## src/rtl/otter_mmio_hub.sv

```systemverilog
// otter_mmio_hub: memory-mapped IO hub between the OTTER IOBUS and board peripherals.
//   Optional build macro: MMIO_READBACK_EN (output slots read back their register value).
// Ports:
//   CLK, RST          clock and synchronous active-high reset
//   IOBUS_ADDR/OUT/WR CPU address, write data, one-cycle write strobe
//   IOBUS_IN          combinational read data, decoded from IOBUS_ADDR
//   IN_DATA           N_IN asynchronous input channels, DATA_W bits each
//   BTN               N_BTN raw buttons (debounced, rising edge -> pending)
//   OUT_DATA          N_OUT registered output channels
//   INTR              registered interrupt request, |(pending & mask)
// Map (offsets from BASE_AD): inputs 0x000+4i, outputs 0x100+4j,
//   INT_PEND 0x200 (write-1-to-clear), INT_MASK 0x204.
module otter_mmio_hub #(
   parameter logic [31:0] BASE_AD   = 32'h1100_0000,
   parameter int unsigned DATA_W    = 16,
   parameter int unsigned N_IN      = 2,
   parameter int unsigned N_OUT     = 4,
   parameter int unsigned N_BTN     = 2,
   parameter int unsigned DB_CYCLES = 500000
) (
   input  logic                    CLK,
   input  logic                    RST,
   input  logic [31:0]             IOBUS_ADDR,
   input  logic [31:0]             IOBUS_OUT,
   input  logic                    IOBUS_WR,
   output logic [31:0]             IOBUS_IN,
   input  logic [N_IN*DATA_W-1:0]  IN_DATA,
   input  logic [N_BTN-1:0]        BTN,
   output logic [N_OUT*DATA_W-1:0] OUT_DATA,
   output logic                    INTR
);

   localparam int unsigned CNT_W    = $clog2(DB_CYCLES);
   localparam logic [CNT_W-1:0] CNT_TERM = CNT_W'(DB_CYCLES - 1);
   localparam logic [31:0] OFF_OUT  = 32'h0000_0100;
   localparam logic [31:0] OFF_PEND = 32'h0000_0200;
   localparam logic [31:0] OFF_MASK = 32'h0000_0204;

   logic [N_IN*DATA_W-1:0]  r_in_s1, r_in_s2;
   logic [N_OUT*DATA_W-1:0] r_out;
   logic [N_BTN-1:0]        r_btn_s1, r_btn_s2, r_btn_db;
   logic [CNT_W-1:0]        r_db_cnt [N_BTN];
   logic [N_BTN-1:0]        r_pend, r_mask;
   logic                    r_intr;

   logic [31:0]      w_off, w_out_off;
   logic             w_aligned, w_in_hit, w_out_hit;
   logic [3:0]       w_in_idx, w_out_idx;
   logic             w_wr_pend, w_wr_mask;
   logic [N_BTN-1:0] w_db_term, w_rise, w_w1c;
   logic [N_BTN-1:0] w_pend_next, w_mask_next;
   logic [31:0]      w_rdata;
   logic             w_unused_bits;

   // Address decode relative to the window base; wrap-around keeps low addresses unmapped
   assign w_off      = IOBUS_ADDR - BASE_AD;
   assign w_out_off  = w_off - OFF_OUT;
   assign w_aligned  = (w_off[1:0] == 2'b00);
   assign w_in_hit   = w_aligned && (w_off[31:2] < 30'(N_IN));
   assign w_out_hit  = w_aligned && (w_out_off[31:2] < 30'(N_OUT));
   assign w_in_idx   = w_off[5:2];
   assign w_out_idx  = w_out_off[5:2];
   assign w_wr_pend  = IOBUS_WR && (w_off == OFF_PEND);
   assign w_wr_mask  = IOBUS_WR && (w_off == OFF_MASK);

   // Upper write-data bits and high offset bits are intentionally ignored
   assign w_unused_bits = ^{IOBUS_OUT, w_off, w_out_off};

   // Input synchronisers
   always_ff @(posedge CLK) begin
      if (RST) begin
         r_in_s1 <= '0;
         r_in_s2 <= '0;
      end else begin
         r_in_s1 <= IN_DATA;
         r_in_s2 <= r_in_s1;
      end
   end

   // Output channel registers
   always_ff @(posedge CLK) begin
      if (RST) begin
         r_out <= '0;
      end else begin
         for (int j = 0; j < N_OUT; j++) begin
            if (IOBUS_WR && w_out_hit && (w_out_idx == 4'(j)))
               r_out[j*DATA_W +: DATA_W] <= IOBUS_OUT[DATA_W-1:0];
         end
      end
   end

   // Debounce: count while the synchronised level disagrees with the accepted level;
   // any return to agreement restarts the count, so only a stable change is accepted
   always_ff @(posedge CLK) begin
      if (RST) begin
         r_btn_s1 <= '0;
         r_btn_s2 <= '0;
         r_btn_db <= '0;
         for (int k = 0; k < N_BTN; k++) r_db_cnt[k] <= '0;
      end else begin
         r_btn_s1 <= BTN;
         r_btn_s2 <= r_btn_s1;
         for (int k = 0; k < N_BTN; k++) begin
            if (r_btn_s2[k] == r_btn_db[k]) begin
               r_db_cnt[k] <= '0;
            end else if (w_db_term[k]) begin
               r_db_cnt[k] <= '0;
               r_btn_db[k] <= r_btn_s2[k];
            end else begin
               r_db_cnt[k] <= r_db_cnt[k] + CNT_W'(1);
            end
         end
      end
   end

   // Accept point and debounced rising edge per button
   always_comb begin
      w_db_term = '0;
      for (int k = 0; k < N_BTN; k++)
         w_db_term[k] = (r_btn_s2[k] != r_btn_db[k]) && (r_db_cnt[k] == CNT_TERM);
   end

   assign w_rise      = w_db_term & r_btn_s2 & ~r_btn_db;
   assign w_w1c       = w_wr_pend ? IOBUS_OUT[N_BTN-1:0] : '0;
   // A new edge in the same cycle as its clear wins
   assign w_pend_next = (r_pend & ~w_w1c) | w_rise;
   assign w_mask_next = w_wr_mask ? IOBUS_OUT[N_BTN-1:0] : r_mask;

   // Interrupt state
   always_ff @(posedge CLK) begin
      if (RST) begin
         r_pend <= '0;
         r_mask <= '0;
         r_intr <= 1'b0;
      end else begin
         r_pend <= w_pend_next;
         r_mask <= w_mask_next;
         r_intr <= |(w_pend_next & w_mask_next);
      end
   end

   // Read mux
   always_comb begin
      w_rdata = 32'h0;
      for (int i = 0; i < N_IN; i++) begin
         if (w_in_hit && (w_in_idx == 4'(i)))
            w_rdata = 32'(r_in_s2[i*DATA_W +: DATA_W]);
      end
`ifdef MMIO_READBACK_EN
      for (int j = 0; j < N_OUT; j++) begin
         if (w_out_hit && (w_out_idx == 4'(j)))
            w_rdata = 32'(r_out[j*DATA_W +: DATA_W]);
      end
`else
      // Output slots read as zero
`endif
      if (w_off == OFF_PEND) w_rdata = 32'(r_pend);
      if (w_off == OFF_MASK) w_rdata = 32'(r_mask);
   end

   assign IOBUS_IN = w_rdata;
   assign OUT_DATA = r_out;
   assign INTR     = r_intr;

endmodule
```

## config.mk

```make
export PLATFORM = sky130hd
export DESIGN_NAME = otter_mmio_hub
export DESIGN_NICKNAME = d
export VERILOG_FILES = /design/src/rtl/otter_mmio_hub.sv
export SDC_FILE = /design/constraint.sdc
export NUM_CORES = 1
export LEC_CHECK = 0
export ABC_AREA = 1
export BUFFER_PORTS_ARGS = -buffer_cell sky130_fd_sc_hd__buf_2
export CORE_UTILIZATION = 58
export CTS_CLUSTER_SIZE = 40
export DETAILED_ROUTE_END_ITERATION = 7
export PLACE_DENSITY = 0.85
export SLEW_MARGIN = 20
export SYNTH_ARGS = -nofsm -noshare
export SYNTH_HDL_FRONTEND = slang
export SYNTH_SLANG_ARGS = --single-unit
```

## constraint.sdc

```tcl
create_clock -name CLK -period 5.5 [get_ports CLK]
set_input_delay 0.275 -clock CLK [delete_from_list [all_inputs] [get_ports CLK]]
set_output_delay 0.275 -clock CLK [all_outputs]
set_load 0.01 [all_outputs]
```

# Yosys cells after proc, flatten, opt, wreduce, memory -nomap -nowiden

Memories as Yosys holds them, arrays and structs flattened.
Cells that the tools add are included.

Bits in registers: 139
RAM bits: 38
Bits of input ports: 101
Memories: 1

Add/sub/neg operators: 4
Order comparisons: 2
Equality and inequality tests: 12
Mux-type cells: 36
Bitwise logic cells: 15
Reduce and logical (&&, ||, !) cells: 19

Memories:

| memory   | words | bits a word | rd ports | clocked after Yosys merged registers in | wr ports | line | RTL |
|---|---|---|---|---|---|---|---|
| r_db_cnt | 2     | 19          | 2        | 0                                       | 2        | 42   | `logic [CNT_W-1:0] r_db_cnt [N_BTN];` |

Operators with widths:

| kind                                                        | number |
|---|---|
| two-way mux 19 bit                                          | 6 |
| two-way mux 32 bit                                          | 3 |
| equality test 32 x 10 -> 1 bit, second input constant       | 2 |
| adder 19 x 1 -> 19 bit, second input constant               | 2 |
| equality test 19 bit, second input constant                 | 2 |
| subtractor 32 x 29 -> 32 bit, second input constant         | 1 |
| subtractor 32 x 9 -> 32 bit, second input constant          | 1 |
| less-than comparator 30 x 2 -> 1 bit, second input constant | 1 |
| less-than comparator 30 x 3 -> 1 bit, second input constant | 1 |
| two-way mux 1 bit                                           | 24 |
| two-way mux 16 bit                                          | 1 |
| logical AND 1 bit                                           | 13 |
| AND 2 bit                                                   | 4 |
| equality test 4 x 1 -> 1 bit, second input constant         | 2 |
| equality test 4 x 2 -> 1 bit, second input constant         | 2 |
| zero test 4 bit                                             | 2 |
| OR 1 bit                                                    | 6 |
| two-way mux 2 bit                                           | 2 |
| NOT 2 bit                                                   | 2 |
| AND reduction 2 bit                                         | 2 |
| equality test 1 bit                                         | 2 |
| zero test 2 bit                                             | 1 |
| inequality test 1 bit                                       | 2 |
| NOT 1 bit                                                   | 2 |
| other kinds (2)                                             | 2 |

# Depth between registers and ports, before layout

Gate-level depths: netlist (run 1).

Word-level depth: 9
Mapped depth: 18
Depth with buffers taken out: 17

# Least setup slack after synthesis (run 1)

No wires, ideal clock.

Kind: in2out
Start point: input port IOBUS_ADDR[24]
End point: output port IOBUS_IN[10]
Arrival time: 1.896 ns
Required time: 5.225 ns
Setup slack: 3.329 ns
Stages on the path: 14
Path through: inv_2 -> ha_1 -> nand2_1 -> nand2_1 -> nand2_2 -> inv_1 -> nor2_1 -> nand4_1 -> nor2_1 -> nand2_1 -> nor2_2 -> buf_2 -> nand3_1 -> nand2_1

Cells in the longest elaborated chain, start to end: 8

Ends and longest elaborated chain:

| item                                 | line | RTL |
|---|---|---|
| start: declaration                   | 23   | `input logic [31:0] IOBUS_ADDR,` |
| subtractor 32 x 29 -> 32 bit *       | 56   | `assign w_off = IOBUS_ADDR - BASE_AD;` |
| less-than comparator 30 x 2 -> 1 bit | 59   | `assign w_in_hit = w_aligned && (w_off[31:2] < 30'(N_IN));` |
| logical AND 1 bit                    | 59   |  |
| logical AND 1 bit                    | 146  | `if (w_in_hit && (w_in_idx == 4'(i)))` |
| two-way mux 16 bit                   | 146  |  |
| two-way mux 32 bit                   | 146  |  |
| two-way mux 32 bit                   | 157  | `if (w_off == OFF_PEND) w_rdata = 32'(r_pend);` |
| two-way mux 32 bit *                 | 158  | `if (w_off == OFF_MASK) w_rdata = 32'(r_mask);` |
| end: declaration                     | 26   | `output logic [31:0] IOBUS_IN,` |

Every way passes the cells marked *; elsewhere a longest branch is shown, timed or not.

# Final worst setup path (run 1)

Start point: input port IOBUS_ADDR[24]
End point: output port IOBUS_IN[0]

The elaborated chain is that of the path after synthesis.

==> impl_metrics.tcl, run 1 <==
set metrics [dict create \
    status "finished, final reports clean" \
    ctsResizeCount 0 \
    synth_seq_cells 177 \
    routabilityCongestion 0.858 \
    power_frac_clock_pct 42.7 \
    r2r_end "r_db_cnt[1][18]" \
    max_freq_mhz 327 \
    ys_types 38 \
    drive_above_1_share_pct 18.5 \
    synthMuxAreaShare_pct 0 \
    p_per_area_nw_per_um2 272 \
    tns_ns 0 \
    synth_cells 1159 \
    hold_class "input pin to flop" \
    grt_max_degree 75 \
    antenna_found_initial 1 \
    post-synth-top-area-cell "dfxtp_1" \
    swShare_pct 23.4 \
    tightest_slew_ns 0.752 \
    min_period_ns 3.06 \
    final_area_um2 9870 \
    die-width_um 122 \
    synth_area_leaders "dfxtp_1, edfxtp_1, nand2_1" \
    cts_sinks 177 \
    hold_viol 0 \
    p_comb_share_pct 6.1 \
    area_growth_pct 18.8 \
    slew_violations 0 \
    p_int_uw 2060 \
    htree_levels 4 \
    synth_top_family_by_area "simple AND/OR/NAND/NOR gates" \
    p_switching_uw 628 \
    r2r_start "r_db_cnt[1][0]" \
    synth_compound_area_share_pct 3.61 \
    grt_use_total_pct 24.8 \
    worstSetupPathType "input pin to output port" \
    clockBufferDepth 2 \
    synthXorXnorAreaFrac_pct 1.79 \
    rows 43 \
    n_antenna_cell 0 \
    yosysSeqAreaShare_pct 47.2 \
    clock_latency_ns 0.43 \
    rsz0062_at_grt "no" \
    gr-total-overflow 0 \
    vias_per_cell 4.65 \
    fp.dieArea_um2 14800 \
    rr_worst_depth 12 \
    cp_data_required_time_ns 5.22 \
    clock_skew_ns 0.00746 \
    crit_path_start "IOBUS_ADDR[24]" \
    end_kind "output port" \
    start_util_pct 59.7 \
    ios 198 \
    max-slew-margin-rel_pct 49.8 \
    setup_viol 0 \
    postCtsHoldBufs 0 \
    fin_cells 1543 \
    place.detailed.hpwl_mm 12.7 \
    coreArea_um2 13900 \
    wl_mm 17.7 \
    peakVddDrop_v 0.000234 \
    endpoint "IOBUS_IN[0]" \
    cts_root_buffer "clkbuf_16" \
    drt_iter0_markers 510 \
    pwr-share-seq_pct 51.2 \
    grt_first_pass_wirelength_mm 28.8 \
    synth_top_area_share_pct 33.5 \
    grt_pass1_vias 6514 \
    synth_fa_ha_area_share_pct 0.602 \
    cts_buffers 17 \
    cts.clk_slew.worst_paths_ns 0.06 \
    vias 7182 \
    dp.cells 1512 \
    cts_setup_buffers 0 \
    synth_area_um2 8310 \
    r2r_setup_slack_ns 3.12 \
    critPathLaunchType "input pin" \
    worstPathArrival_ns 2.79 \
    fp.dieH_um 122 \
    ys.warnings.count 0 \
    worst-path-max-fanout 16 \
    place_area_um2 9310 \
    finalNetCount 1456 \
    synth-simple-area-share_pct 33.3 \
    fin_crit_sh_pct 55.6 \
    syn_avg_cell_area_um2 7.17 \
    drc_errors 0 \
    leakagePower_uw 0.00529 \
    tritoncts "yes" \
    max-cap-violations 0 \
    io_buffers 165 \
    antenna_violating_nets_post_route 0 \
    dr.pass1.iters 5 \
    drt-wirelength-per-cell_um 11.5 \
]
==> power groups by stage <==
stage	clock [uW]	combinational (uW)	sequential, uW
2_1_floorplan	0	111	1400
3_3_place_gp	0	158	1400
3_5_place_dp	0	161	1410
4_1_cts	1160	163	1380
5_1_grt	1220	187	1380
6_report	1150	164	1380
==> sequential cells by signal (all words and copies together) (netlist names) <==
signal and count:
r_in_s2 32, r_db_cnt 38, r_btn_s2 2, r_mask 2, r_btn_s1 2, OUT_DATA 64
r_in_s1 32, r_pend 2, INTR 1, r_btn_db 2
==> how the worst min path moves through the flow <==
stage / slack (ns) / startpoint / endpoint / depth (start not counted)
after floorplan: 0.38 / BTN[0] / r_btn_s1[0] / 2
after global placement: 0.39 / r_in_s1[25] / r_in_s2[25] / 2
after detailed placement: 0.39 / r_in_s1[20] / r_in_s2[20] / 2
after CTS: 0.04 / IN_DATA[15] / r_in_s1[15] / 3
after global routing: 0.04 / IN_DATA[8] / r_in_s1[8] / 3
final: 0.04 / IN_DATA[11] / r_in_s1[11] / 3
==> critical path: stages <==
cell,delay [ns]
buf_2,0.13
inv_2,0.07
ha_1,0.24
nand2_1,0.08
nand2_1,0.10
nand2_2,0.12
inv_1,0.05
nor2_1,0.17
nand4_1,0.12
nor2_1,0.19
nand2_1,0.13
nor2_2,0.59
nand2_1,0.12
nand3_1,0.12
nand2_1,0.05
nand2_1,0.08
buf_2,0.13
==> cell usage after synthesis <==
cell	n
conb_1	2
o21ai_0	7
nor2_2	11
nand2_2	23
xor2_1	11
nor2_8	2
nand3_4	3
nor3b_1	3
buf_6	2
buf_2	11
nand3b_1	4
a21oi_1	42
nor2_1	220
or2_2	2
o211ai_1	1
nand4_4	2
inv_1	221
and2_1	1
nand2_4	1
nand2_1	268
edfxtp_1	38
buf_4	18
ha_1	4
inv_2	3
nand3_2	3
clkinv_1	1
nor3_1	19
a31oi_1	2
clkbuf_1	15
nor2_4	3
xnor2_1	6
a211oi_1	1
nor4_1	4
dfxtp_1	139
o21ai_1	2
a21oi_2	2
nand4_1	10
nand3_1	52
==> per-layer routing <==
layer,global-route usage [%],share of wire (%),vias to the layer above
met5,0,0.062,-
met4,9.95,2.4,2
met3,6.13,5.2,31
met2,41.0,47,197
met1,31.1,45,3174
li1,-,-,3778
==> cells by family after synthesis <==
group,Yosys count
other cells,2
flops,177
fa+ha+maj,4
compound gates,57
simple gates,631
buf+inv,271
xor+xnor,17
==> final cells by class <==
| type | instances | area, um2 |
|---|---|---|
| Clock buffer | 23 | 498 |
| Inverter | 225 | 845 |
| Clock inverter | 8 | 68.8 |
| Multi-Input combinational cell | 763 | 3470 |
| Sequential cell | 177 | 3920 |
| Tap cell | 180 | 225 |
| Fill cell | 1160 | 4060 |
| Timing Repair Buffer | 167 | 841 |
==> placed cells by master (no fill, tap or decap), drive strengths merged <==
cell type / count
a211oi: 1
a21oi: 44
a31oi: 2
and2: 1
buf: 167
clkbuf: 23
clkinv: 4
conb: 54
dfxtp: 139
edfxtp: 38
ha: 4
inv: 229
nand2: 292
nand3: 58
nand3b: 4
nand4: 12
nor2: 236
nor3: 19
nor3b: 3
nor4: 4
o211ai: 1
o21ai: 9
or2: 2
xnor2: 6
xor2: 11
==> metrics by stage <==
| stage | hold WS, ns | power, uW | utilization, % | setup slack, ns |
|---|---|---|---|---|
| finish | 0.0441 | 2690 | 70.8 | 2.44 |
| CTS | 0.0357 | 2700 | 70.8 | 2.47 |
| global route | 0.0427 | 2790 | 70.8 | 2.18 |
| detailed placement | 0.392 | 1570 | 66.8 | 2.47 |
| floorplan | 0.382 | 1510 | - | 3.33 |
| global placement | 0.390 | 1560 | 66.8 | 2.57 |
Note: power is estimated with default switching activity, not from simulation.
==> inputs of run 2 (changes only) <==
--- a/config.mk
+++ b/config.mk
@@ -7,10 +7,10 @@
 export LEC_CHECK = 0
 export ABC_AREA = 1
 export BUFFER_PORTS_ARGS = -buffer_cell sky130_fd_sc_hd__buf_2
-export CORE_UTILIZATION = 58
+export CORE_UTILIZATION = 54
 export CTS_CLUSTER_SIZE = 40
 export DETAILED_ROUTE_END_ITERATION = 7
-export PLACE_DENSITY = 0.85
+export PLACE_DENSITY = 0.8
 export SLEW_MARGIN = 20
 export SYNTH_ARGS = -nofsm -noshare
 export SYNTH_HDL_FRONTEND = slang
==> constraint.sdc (replaced) <==
create_clock -name CLK -period 3 [get_ports CLK]
set_input_delay 0.15 -clock CLK [delete_from_list [all_inputs] [get_ports CLK]]
set_output_delay 0.15 -clock CLK [all_outputs]
set_load 0.01 [all_outputs]
==> impl_metrics.tcl, run 2 (synthesized netlist as in run 1, its figures left out) <==
set metrics [dict create \
    status "finished, final reports clean" \
    largest_reg_flops 64 \
    rr_worst_depth 12 \
    layout_commonest_cell "nand2_1" \
    pre_cts_ws_ns 0.564 \
    io_buffers 165 \
    fin_ws_ns 0.581 \
    cts_sinks 177 \
    fp.dieH_um 126 \
    clock_latency_ns 0.43 \
    cpMaxStageDelayCell "ha_1" \
    cts_root_buffer "clkbuf_16" \
    tns_ns 0 \
    hold_path_startpoint "IOBUS_OUT[8]" \
    r2r_setup_slack_ns 0.60 \
    setup_viol 0 \
    antenna_found_initial 0 \
    hold_end "OUT_DATA[56]" \
    slew_violations 0 \
    crit_buf_inv 5 \
    drt-wirelength-per-cell_um 12.0 \
    max-slew-margin-rel_pct 53.7 \
    htree_levels 4 \
    grt_use_total_pct 24.7 \
    cts_setup_buffers 0 \
    place.detailed.hpwl_mm 13.2 \
    cp_cell_sequence "buf_2 -> inv_2 -> ha_1 -> nand2_1 -> nand2_1 -> nand2_2 -> inv_1 -> nor2_1 -> nand4_1 -> nor2_1 -> nand2_1 -> nor2_2 -> buf_4 -> nand2_1 -> nand3_1 -> nand2_1 -> nand2_1 -> buf_2" \
    drc_errors 0 \
    grt_pass1_vias 6912 \
    r2r_start "r_db_cnt[1][0]" \
    min_period_ns 2.42 \
    hold_depth 3 \
    routabilityCongestion 0.868 \
    r2r_end "r_db_cnt[1][18]" \
    vias_per_cell 4.64 \
    cts_buffers 17 \
    finalNetCount 1504 \
    n_antenna_cell 0 \
    n_fill_cell 1166 \
    worstPathArrival_ns 2.27 \
    drt_iter0_markers 517 \
    coreArea_um2 14800 \
    p_per_area_nw_per_um2 493 \
    ctsResizeCount 0 \
    wl_mm 19.1 \
    postCtsHoldBufs 44 \
    gr-total-overflow 0 \
    worst-path-max-fanout 16 \
    worstSetupPathType "input pin to output port" \
    rows 44 \
    antenna_violating_nets_post_route 0 \
    hold_class "input pin to flop" \
    final_area_um2 10400 \
    tightest_slew_ns 0.695 \
    grt_first_pass_wirelength_mm 31.1 \
    clock_skew_ns 0.00639 \
    critPathLaunchType "input pin" \
    drive_above_1_share_pct 18.2 \
    start_util_pct 56.3 \
    die-width_um 126 \
    fin_crit_sh_pct 80.6 \
    hold_viol 0 \
    multi_input_area_um2 3470 \
    critical-path-max-stage-delay_ns 0.24 \
    fp.dieArea_um2 15900 \
    clockBufferDepth 2 \
    end_kind "output port" \
    max-cap-violations 0 \
    grt_max_degree 68 \
    cp_common_cell "nand2_1" \
    cts.clk_slew.worst_paths_ns 0.07 \
    path_delay_family "simple AND/OR/NAND/NOR gates" \
    leakagePower_uw 0.00549 \
    area_growth_pct 24.8 \
    place_area_um2 9340 \
    cp_data_required_time_ns 2.85 \
    max_freq_mhz 413 \
    peakVddDrop_v 0.000422 \
    seq_area_um2 3920 \
    dr.pass1.iters 5 \
    tritoncts "yes" \
    ios 198 \
    layout_common_cells "nand2_1, inv_1, nor2_1" \
    rsz0062_at_grt "no" \
    vias 7398 \
]
## run 2: cell count changes in the layout (fill, tap and decap cells not counted), sizes merged, moves of 3 or more
cell / previous run / this run
inv: 229 / 232
clkinvlp: 0 / 3
clkbuf: 23 / 17
buf: 167 / 171
dlygate4sd3: 0 / 44
## run 2: worst max-delay path by stage
stage                   start               to  slack (ns)  cells past startpoint
2_1_floorplan  r_db_cnt[1][0]  r_db_cnt[1][18]        0.95                     12
3_3_place_gp   IOBUS_ADDR[24]     OUT_DATA[25]        0.58                     16
3_5_place_dp   IOBUS_ADDR[24]     OUT_DATA[27]        0.56                     16
4_1_cts        IOBUS_ADDR[24]      IOBUS_IN[0]        0.58                     18
5_1_grt        IOBUS_ADDR[24]      IOBUS_IN[1]        0.30                     18
6_report       IOBUS_ADDR[24]      IOBUS_IN[0]        0.58                     18
## run 2: through the flow
| stage | utilization (%) | hold slack (ns) | total power, uW | instances |
|---|---|---|---|---|
| 4_1_cts | 70.3 | 0.000170 | 5130 | 1595 |
| 6_report | 70.3 | 0.00552 | 5120 | 1595 |
| 3_5_place_dp | 63.3 | 0.357 | 2880 | 1520 |
| 3_3_place_gp | 63.3 | 0.352 | 2870 | 1520 |
| 2_1_floorplan | - | 0.257 | 2770 | 1211 |
| 5_1_grt | 70.3 | 0.00173 | 5300 | 1595 |
## run 2: cell type report
cell class / instances / share of cell area (%)
Timing Repair Buffer: 215 / 12.6
Tap cell: 184 / 2.22
Clock buffer: 17 / 4.10
Multi-Input combinational cell: 763 / 33.4
Clock inverter: 14 / 1.65
Inverter: 225 / 8.14
Sequential cell: 177 / 37.8
## run 2: power breakdown
group,switching (uW),internal (uW)
combinational,214,139
sequential,30.4,2490
clock,990,1250
total,1230,3890
## run 2: layer usage
layer / GRT usage [%] / wire length, um
met1: 29.8 / 8460
met3: 5.18 / 904
met4: 9.43 / 515
met5: 0 / 0
met2: 43.1 / 9240
## run 2: worst register-to-register path: cells and delay by family (launching register included)
| family | cells | cell delay (ns) |
|---|---|---|
| fa+ha+maj | 1 | 0.19 |
| compound gates | 1 | 0.06 |
| flops | 1 | 0.40 |
| simple gates | 10 | 1.51 |
